`src/rtl/edge_monitor_pkg.sv`:
```
// edge_monitor_pkg: per-channel edge-select encoding shared by the monitor and its users
package edge_monitor_pkg;
    typedef logic [1:0] em_mode_t;
    localparam em_mode_t EM_MODE_OFF  = 2'b00;
    localparam em_mode_t EM_MODE_RISE = 2'b01;
    localparam em_mode_t EM_MODE_FALL = 2'b10;
    localparam em_mode_t EM_MODE_BOTH = 2'b11;
endpackage

```
`src/rtl/edge_monitor_if.sv`:
```
// edge_monitor_if: raw inputs, controls and event outputs of the multi-channel edge monitor
interface edge_monitor_if #(parameter int CH = 4, parameter int CNT_W = 8);
    logic [CH-1:0]       sig_in;
    logic [2*CH-1:0]     mode;
    logic [CH-1:0]       clr_flag;
    logic [CH-1:0]       clr_cnt;
    logic [CH-1:0]       filt_out;
    logic [CH-1:0]       rise_pulse;
    logic [CH-1:0]       fall_pulse;
    logic [CH-1:0]       evt_flag;
    logic [CH*CNT_W-1:0] edge_cnt;
    logic                any_evt;
    modport master (output sig_in, mode, clr_flag, clr_cnt,
                    input filt_out, rise_pulse, fall_pulse, evt_flag, edge_cnt, any_evt);
    modport slave (input sig_in, mode, clr_flag, clr_cnt,
                   output filt_out, rise_pulse, fall_pulse, evt_flag, edge_cnt, any_evt);
endinterface

```
`src/rtl/edge_monitor_ch.sv`:
```
// edge_monitor_ch: one channel - synchroniser, debounce filter, edge qualify, sticky flag, saturating counter
module edge_monitor_ch
    import edge_monitor_pkg::*;
#(
    parameter int SYNC_STAGES = 2,
    parameter int DEBOUNCE    = 4,
    parameter int CNT_W       = 8
) (
    input  logic             clk,
    input  logic             rst,
    input  logic             sig,
    input  em_mode_t         mode,
    input  logic             clr_flag,
    input  logic             clr_cnt,
    output logic             filt,
    output logic             rise,
    output logic             fall,
    output logic             flag,
    output logic [CNT_W-1:0] cnt
);
    localparam int DW = $clog2(DEBOUNCE + 1);
    logic          s;
    logic [DW-1:0] dcnt;
    logic          acc, q_rise, q_fall, q;
    if (SYNC_STAGES == 0) begin : g_nosync
        assign s = sig;
    end else begin : g_sync
        logic [SYNC_STAGES-1:0] sync;
        always_ff @(posedge clk) begin
            if (rst) sync <= '0;
            else sync <= SYNC_STAGES'({sync, sig});
        end
        assign s = sync[SYNC_STAGES-1];
    end
    // accept a new level once it has differed from filt for DEBOUNCE consecutive samples
    assign acc    = (s != filt) && (dcnt == DW'(DEBOUNCE - 1));
    assign q_rise = acc && s && (mode == EM_MODE_RISE || mode == EM_MODE_BOTH);
    assign q_fall = acc && !s && (mode == EM_MODE_FALL || mode == EM_MODE_BOTH);
    assign q      = q_rise || q_fall;
    always_ff @(posedge clk) begin
        if (rst) begin
            dcnt <= '0;
            filt <= 1'b0;
            rise <= 1'b0;
            fall <= 1'b0;
            flag <= 1'b0;
            cnt  <= '0;
        end else begin
            dcnt <= (s == filt || acc) ? '0 : dcnt + DW'(1);
            filt <= acc ? s : filt;
            rise <= q_rise;
            fall <= q_fall;
            flag <= q || (flag && !clr_flag);
            cnt  <= clr_cnt ? CNT_W'(q) : cnt + CNT_W'(q && cnt != '1);
        end
    end
endmodule

```
`src/rtl/edge_monitor.sv`:
```
// edge_monitor: CH independent debounced edge-detect channels with sticky flags and counters
module edge_monitor
    import edge_monitor_pkg::*;
#(
    parameter int CH          = 4,
    parameter int SYNC_STAGES = 2,
    parameter int DEBOUNCE    = 4,
    parameter int CNT_W       = 8
) (
    input logic          clk,
    input logic          rst,
    edge_monitor_if.slave bus
);
    logic [CH-1:0]       filt, rise, fall, flag;
    logic [CH*CNT_W-1:0] cnt;
    for (genvar i = 0; i < CH; i++) begin : g_ch
        edge_monitor_ch #(
            .SYNC_STAGES(SYNC_STAGES),
            .DEBOUNCE   (DEBOUNCE),
            .CNT_W      (CNT_W)
        ) u_ch (
            .clk     (clk),
            .rst     (rst),
            .sig     (bus.sig_in[i]),
            .mode    (em_mode_t'(bus.mode[2*i +: 2])),
            .clr_flag(bus.clr_flag[i]),
            .clr_cnt (bus.clr_cnt[i]),
            .filt    (filt[i]),
            .rise    (rise[i]),
            .fall    (fall[i]),
            .flag    (flag[i]),
            .cnt     (cnt[CNT_W*i +: CNT_W])
        );
    end
    assign bus.filt_out   = filt;
    assign bus.rise_pulse = rise;
    assign bus.fall_pulse = fall;
    assign bus.evt_flag   = flag;
    assign bus.edge_cnt   = cnt;
    assign bus.any_evt    = |flag;
endmodule
```
`src/flat_wrapper.sv`:
```
// flat-port wrapper written by rule: the top's interface ports become plain ports
module edge_monitor_flat import edge_monitor_pkg::*;
#(
    parameter int CH          = 4,
    parameter int SYNC_STAGES = 2,
    parameter int DEBOUNCE    = 4,
    parameter int CNT_W       = 8
)
  (clk, rst, bus_sig_in, bus_mode, bus_clr_flag, bus_clr_cnt, bus_filt_out, bus_rise_pulse, bus_fall_pulse, bus_evt_flag, bus_edge_cnt, bus_any_evt);
  edge_monitor_if #(.CH(CH), .CNT_W(CNT_W)) bus_i ();
  input logic clk;
  input logic rst;
  input wire logic [$bits(bus_i.sig_in)-1:0] bus_sig_in;
  input wire logic [$bits(bus_i.mode)-1:0] bus_mode;
  input wire logic [$bits(bus_i.clr_flag)-1:0] bus_clr_flag;
  input wire logic [$bits(bus_i.clr_cnt)-1:0] bus_clr_cnt;
  output wire logic [$bits(bus_i.filt_out)-1:0] bus_filt_out;
  output wire logic [$bits(bus_i.rise_pulse)-1:0] bus_rise_pulse;
  output wire logic [$bits(bus_i.fall_pulse)-1:0] bus_fall_pulse;
  output wire logic [$bits(bus_i.evt_flag)-1:0] bus_evt_flag;
  output wire logic [$bits(bus_i.edge_cnt)-1:0] bus_edge_cnt;
  output wire logic [$bits(bus_i.any_evt)-1:0] bus_any_evt;
  assign bus_i.sig_in = bus_sig_in;
  assign bus_i.mode = bus_mode;
  assign bus_i.clr_flag = bus_clr_flag;
  assign bus_i.clr_cnt = bus_clr_cnt;
  assign bus_filt_out = bus_i.filt_out;
  assign bus_rise_pulse = bus_i.rise_pulse;
  assign bus_fall_pulse = bus_i.fall_pulse;
  assign bus_evt_flag = bus_i.evt_flag;
  assign bus_edge_cnt = bus_i.edge_cnt;
  assign bus_any_evt = bus_i.any_evt;
  edge_monitor #(.CH(CH), .SYNC_STAGES(SYNC_STAGES), .DEBOUNCE(DEBOUNCE), .CNT_W(CNT_W)) u_core (.clk(clk), .rst(rst), .bus(bus_i));
endmodule
```
`config.mk`:
```
export PLATFORM = sky130hd
export DESIGN_NAME = edge_monitor_flat
export DESIGN_NICKNAME = d
export VERILOG_FILES = /design/src/rtl/edge_monitor_pkg.sv /design/src/rtl/edge_monitor_if.sv /design/src/rtl/edge_monitor_ch.sv /design/src/rtl/edge_monitor.sv /design/src/flat_wrapper.sv
export SDC_FILE = /design/constraint.sdc
export NUM_CORES = 1
export LEC_CHECK = 0
export ABC_AREA = 1
export CAP_MARGIN = 40
export CORE_MARGIN = 5
export CORE_UTILIZATION = 46
export DETAILED_ROUTE_END_ITERATION = 6
export GPL_ROUTABILITY_DRIVEN = 0
export PLACE_DENSITY = 0.74
export SYNTH_ARGS = -nofsm -noshare
export SYNTH_HDL_FRONTEND = slang
export SYNTH_SLANG_ARGS = --single-unit
export TNS_END_PERCENT = 5
```
`constraint.sdc`:
```
create_clock -name clk -period 2.6 [get_ports clk]
set_input_delay 0.52 -clock clk [delete_from_list [all_inputs] [get_ports clk]]
set_output_delay 0.52 -clock clk [all_outputs]
set_load 0.02 [all_outputs]
```
[Word-level counts from Yosys, hierarchy flattened]
Index checks and enable logic that the tools add are counted.
Word-level totals
  memories: 0
  bits in writable memories: 0
  memory bits (read-only): 0
  bits of input ports: 22
  latch bits: 0
  logic and storage cells: 137
  flip-flop bits (word level): 68
  output and inout bits: 49
Operators by class
  divide/modulo/power cells: 0
  add/subtract/negate cells: 8
  magnitude comparators: 0
  mux-type cells: 4
  multiply operators: 0
  reduce and logical (&&, ||, !) cells: 65
  bitwise operators: 0
  equal/unequal tests: 28
  shift operators: 0
Operators by type and width (count)
  $add A8 B1 Y8: 4
  $ne A8 B8 Y1 const B: 4
  $logic_and A1 B1 Y1: 28
  $logic_or A1 B1 Y1: 20
  $eq A2 B2 Y1 const B: 8
  $reduce_or A2 Y1: 8
  $add A3 B1 Y3 const B: 4
  $eq A3 B2 Y1 const B: 4
  $eq A2 B1 Y1 const B: 4
  $logic_not A1 Y1: 8
  $eq A1 B1 Y1: 4
  $mux W1: 4
  $ne A1 B1 Y1: 4
  $reduce_or A4 Y1: 1

[Longest topological paths before layout]
  depth after elaboration: 8
  depth in mapped cells: 13
  depth with buffers taken out: 13

[Cells and area by module]
A second synthesis with hierarchy kept.
Unflattened totals
  cell total of the unflattened synthesis: 385
  area, all modules: 2900.3 um2
By module, submodules not included
  edge_monitor_ch at u_core.g_ch[0].u_ch ...: instances 3, area each 713.2 um2, seq. area each 340.3 um2, cells each 95
  edge_monitor_ch at u_core.g_ch[2].u_ch: instances 1, area each 749.5 um2, seq. area each 340.3 um2, cells each 97
  edge_monitor: instances 1, area each 11.3 um2, seq. area each 0.0 um2, cells each 3

[Worst setup path after synthesis]
Ideal clock, no wire load.
  path kind: reg-to-reg
  start point: register u_core.g_ch[2].u_ch.dcnt[0]
  end point: register u_core.g_ch[2].u_ch.cnt[4]
  buffers on the path: 0
  cell stages (with the launch flop): 12
  setup time: 0.115 ns
  clock period less this slack: 1.802 ns
  data required time: 2.485 ns
  setup slack: 0.798 ns
  arrival: 1.688 ns
  cells stage by stage: dfxtp_1 > ha_1 > ha_1 > nand4_1 > nand2_1 > nand2_1 > inv_1 > ha_1 > ha_1 > nand3_1 > xor2_1 > nor2_1
On the way
  cells in the longest elaborated chain, start to end: 7
  elaborated cells between the ends (all ways): 9
  those cells by class: 1 x add/sub; 1 x eq/ne; 7 x reduce/logical
Ends and longest elaborated chain
  start, declared: line edge_monitor_ch.sv:23  | logic [DW-1:0] dcnt;
  start signal, assigned: line edge_monitor_ch.sv:49  | dcnt <= (s == filt || acc) ? '0 : dcnt + DW'(1);
  $eq A3 B2 Y1 (*): line edge_monitor_ch.sv:36  | assign acc = (s != filt) && (dcnt == DW'(DEBOUNCE - 1));
  $logic_and A1 B1 Y1 (*): line edge_monitor_ch.sv:36
  $logic_and A1 B1 Y1, on equally long branches (2 in a row): line edge_monitor_ch.sv:37, edge_monitor_ch.sv:38
  $logic_or A1 B1 Y1 (*): line edge_monitor_ch.sv:39  | assign q = q_rise || q_fall;
  $logic_and A1 B1 Y1 (*): line edge_monitor_ch.sv:54  | cnt <= clr_cnt ? CNT_W'(q) : cnt + CNT_W'(q && cnt != '1);
  $add A8 B1 Y8 (*): line edge_monitor_ch.sv:54
  end signal, assigned: line edge_monitor_ch.sv:54
  end, declared: line edge_monitor_ch.sv:19  | output logic [CNT_W-1:0] cnt
Mark *: on every way between the ends. The rest lies on a longest branch, timed or not.
A chain may end at the register's enable or synchronous reset.

[Worst setup path in the final report]
  start point: register u_core.g_ch[0].u_ch.flag
  end point: output bus_any_evt
On the way
  cells in the longest elaborated chain, start to end: 1
Ends and longest elaborated chain
  start, declared: line edge_monitor_ch.sv:18  | output logic flag,
  start signal, assigned: line edge_monitor_ch.sv:53  | flag <= q || (flag && !clr_flag);
  $reduce_or A4 Y1: line edge_monitor.sv:40  | assign bus.any_evt = |flag;
  end, declared: line flat_wrapper.sv:22  | output wire logic [$bits(bus_i.any_evt)-1:0] bus_any_evt;
Every way passes these cells.

==> results_dict.tcl <==
set metrics [dict create \
    first_pass_iters 4 \
    path_max_fanout 3 \
    fin_crit_sh 0.764 \
    status "finished, final reports clean" \
    dp.final_hpwl_um 4750 \
    drc 0 \
    final_net_count 497 \
    grtUsageTotal 0.162 \
    initial_core_util 0.470 \
    syn_area_um2 2950 \
    r2r_slack_ns 0.62 \
    grt_pass1_vias 2494 \
    port_buffers 70 \
    rsz0062_at_grt "no" \
    synth_top_area_cell "dfxtp_1" \
    via_per_inst 4.79 \
    required_ns 2.08 \
    cts_sinks 68 \
    ys_ff_latch 68 \
    relSlewSlack 0.718 \
    combPwrFrac 0.043 \
    intPower_w 0.00173 \
    cts_root_buf "clkbuf_8" \
    crit_chain "nor2_1, nand2_1, clkdlybuf4s50_1" \
    die_h_um 90.1 \
    clock_path_buffers 2 \
    core_um2 6280 \
    min_from "u_core.g_ch[3].u_ch.g_sync.sync[0]$_SDFF_PP0_" \
    arrival_ns 1.47 \
    vias 2591 \
    synthDistinctLibCells 20 \
    drt-initial-drc-count 58 \
    boundaryPins 71 \
    syn-num-nets 433 \
    irDropWorstVdd_uv 377 \
    dieArea_um2 8110 \
    syn-instance-count 395 \
    hold_viol_final 0 \
    post_cts_buffers 0 \
    antenna_found_initial 0 \
    cts_max_level 3 \
    holdPathEnd "u_core.g_ch[3].u_ch.g_sync.sync[1]$_SDFF_PP0_" \
    place_ws_ns 0.375 \
    fin_skew_ns 0.00745 \
    area_delta_synth_final_pct 30.4 \
    die_w_um 90.1 \
    path_class "register to output port" \
    setup_viol 0 \
    hold_depth 2 \
    reg2reg_to "u_core.g_ch[2].u_ch.cnt[4]$_SDFF_PP0_" \
    cp-start-kind "register" \
    grt_pass1_wl_um 11000 \
    ant_nets 0 \
    syn_avg_cell_area_um2 7.46 \
    critPathCaptureType "output port" \
    cts_tree "built" \
    worst_hold_path_type "register to register" \
    clk_pin_slew_ns 0.07 \
    numCtsBuffers 9 \
    rr_worst_depth 11 \
    synth_area_leaders "dfxtp_1 46%, nor2_1 10%, nand2_1 9.2%" \
    slew_viol_final 0 \
    clock_latency_ns 0.34 \
    n_antenna_cell 0 \
    wirelength_um 6310 \
    pwr-share-clk 0.474 \
    grt-ovfl-total 0 \
    ys_seq_area_frac 0.462 \
    holdBufCountCts 0 \
    synth_warnings 0 \
    power_switching_w 0.000457 \
    fin_crit_ns 1.99 \
    grt_max_degree 16 \
    p_per_area_nw_per_um2 569 \
    maxCapViolations 0 \
    p_seq_frac 0.484 \
    worst-slew-pin-transition_ns 0.421 \
    synth_top_area_share 0.462 \
    p_leak_nw 1.65 \
    drive_gt1_frac 0.0496 \
    cp_slowest_stage_delay_ns 0.62 \
    tns_ns 0 \
    routedWlPerCell_um 11.7 \
    fmax_ghz 0.503 \
    swShare 0.209 \
    rows 29 \
    setup_ws_ns 0.613 \
    reg2reg_from "u_core.g_ch[2].u_ch.dcnt[0]$_SDFF_PP0_" \
    post_cts_resize_count 0 \
    cpMaxStageDelayCell "clkdlybuf4s50_1" \
]
[power groups by stage]
stage	Combinational, W	Clock (W)	Sequential (W)
5_1_grt	0.000106	0.00111	0.00106
3_5_place_dp	0.0000940	0	0.00108
3_3_place_gp	0.0000918	0	0.00108
6_report	0.0000936	0.00104	0.00106
2_1_floorplan	0.0000400	0	0.00108
4_1_cts	0.0000950	0.00106	0.00106
[kinds of logic after synthesis]
group                      after synthesis  share of synthesized area
DFF                                     68                      0.462
xor gates and xnor gates                 2                    0.00594
AOI/OAI and AO/OA                       31                     0.0535
adders and majority gates               16                     0.0679
and+or+nand+nor                        191                      0.272
buffers and inverters                   87                      0.139
[cell type report]
type	count	area [um2]
Fill cell	590	2430
Inverter	68	255
Sequential cell	68	1360
Clock buffer	9	124
Tap cell	77	96.3
Timing Repair Buffer	72	716
Multi-Input combinational cell	240	1180
Clock inverter	7	115
[flip-flops by register name, summed over array words and instances (netlist names)]
register	flops
u_core.g_ch.u_ch.cnt	32
u_core.g_ch.u_ch.dcnt	12
u_core.g_ch.u_ch.fall	4
u_core.g_ch.u_ch.filt	4
u_core.g_ch.u_ch.flag	4
u_core.g_ch.u_ch.g_sync.sync	8
u_core.g_ch.u_ch.rise	4
[cells in the mapped netlist]
master	number
nor2_4	1
nand3_1	18
dfxtp_1	68
ha_1	16
nor2_1	79
xnor2_1	1
xor2_1	1
buf_6	3
buf_4	16
nand2_1	72
o21ai_0	14
inv_2	1
inv_1	67
o21a_1	1
nor2_2	2
a21oi_1	16
nor3_2	1
nand4_1	15
nor3_1	2
nor3b_1	1
[metal layers]
| metal | wire (um) | global-route usage | vias to the layer above | part of all wire |
|---|---|---|---|---|
| met5 | 0 | 0 | - | 0 |
| met3 | 359 | 0.0467 | 10 | 0.057 |
| li1 | - | - | 1336 | - |
| met1 | 2630 | 0.172 | 1175 | 0.42 |
| met2 | 3220 | 0.292 | 70 | 0.51 |
| met4 | 103 | 0.0769 | 0 | 0.016 |
[cell usage in the layout, fill, tap and decap left out, drive strengths merged, types with 2 or more instances in the layout]
master         synthesis  final
nor2                  82     82
nand3                 18     18
bufinv                 0      3
nand2                 72     72
inv                   68     68
ha                    16     16
nor3                   3      3
clkinvlp               0      2
buf                   19      2
clkinv                 0      2
nand4                 15     15
o21ai                 14     14
dfxtp                 68     68
a21oi                 16     16
clkdlybuf4s50          0     70
clkbuf                 0      9
[worst max-delay path by stage]
stage	end	cells after the start	slack [ns]	from
after floorplan	u_core.g_ch[2].u_ch.cnt[4]$_SDFF_PP0_	11	0.80	u_core.g_ch[2].u_ch.dcnt[0]$_SDFF_PP0_
after global placement	u_core.g_ch[1].u_ch.cnt[4]$_SDFF_PP0_	10	0.44	bus_mode[2]
after detailed placement	u_core.g_ch[1].u_ch.cnt[4]$_SDFF_PP0_	10	0.38	bus_mode[2]
after CTS	bus_any_evt	3	0.58	u_core.g_ch[0].u_ch.flag$_SDFF_PP0_
after global routing	u_core.g_ch[1].u_ch.cnt[4]$_SDFF_PP0_	11	0.41	u_core.g_ch[1].u_ch.dcnt[0]$_SDFF_PP0_
final	bus_any_evt	3	0.61	u_core.g_ch[0].u_ch.flag$_SDFF_PP0_
[worst max-delay path: cells and delay by family, from the launching register on]
family / cells / cell delay, ns
simple gates: 2 / 0.13
flops: 1 / 0.39
buf+inv: 1 / 0.62
[metrics by stage]
stage | total power (W) | util | std cells | instance area, um2 | hold slack, ns
2_1_floorplan | 0.00112 | - | 395 | 2950 | 0.388
3_3_place_gp | 0.00117 | 0.574 | 525 | 3610 | 0.389
3_5_place_dp | 0.00118 | 0.574 | 525 | 3610 | 0.395
4_1_cts | 0.00222 | 0.613 | 541 | 3840 | 0.408
5_1_grt | 0.00228 | 0.613 | 541 | 3840 | 0.432
6_report | 0.00219 | 0.613 | 541 | 3840 | 0.408
No activity file was read; power rests on OpenSTA's default activity.
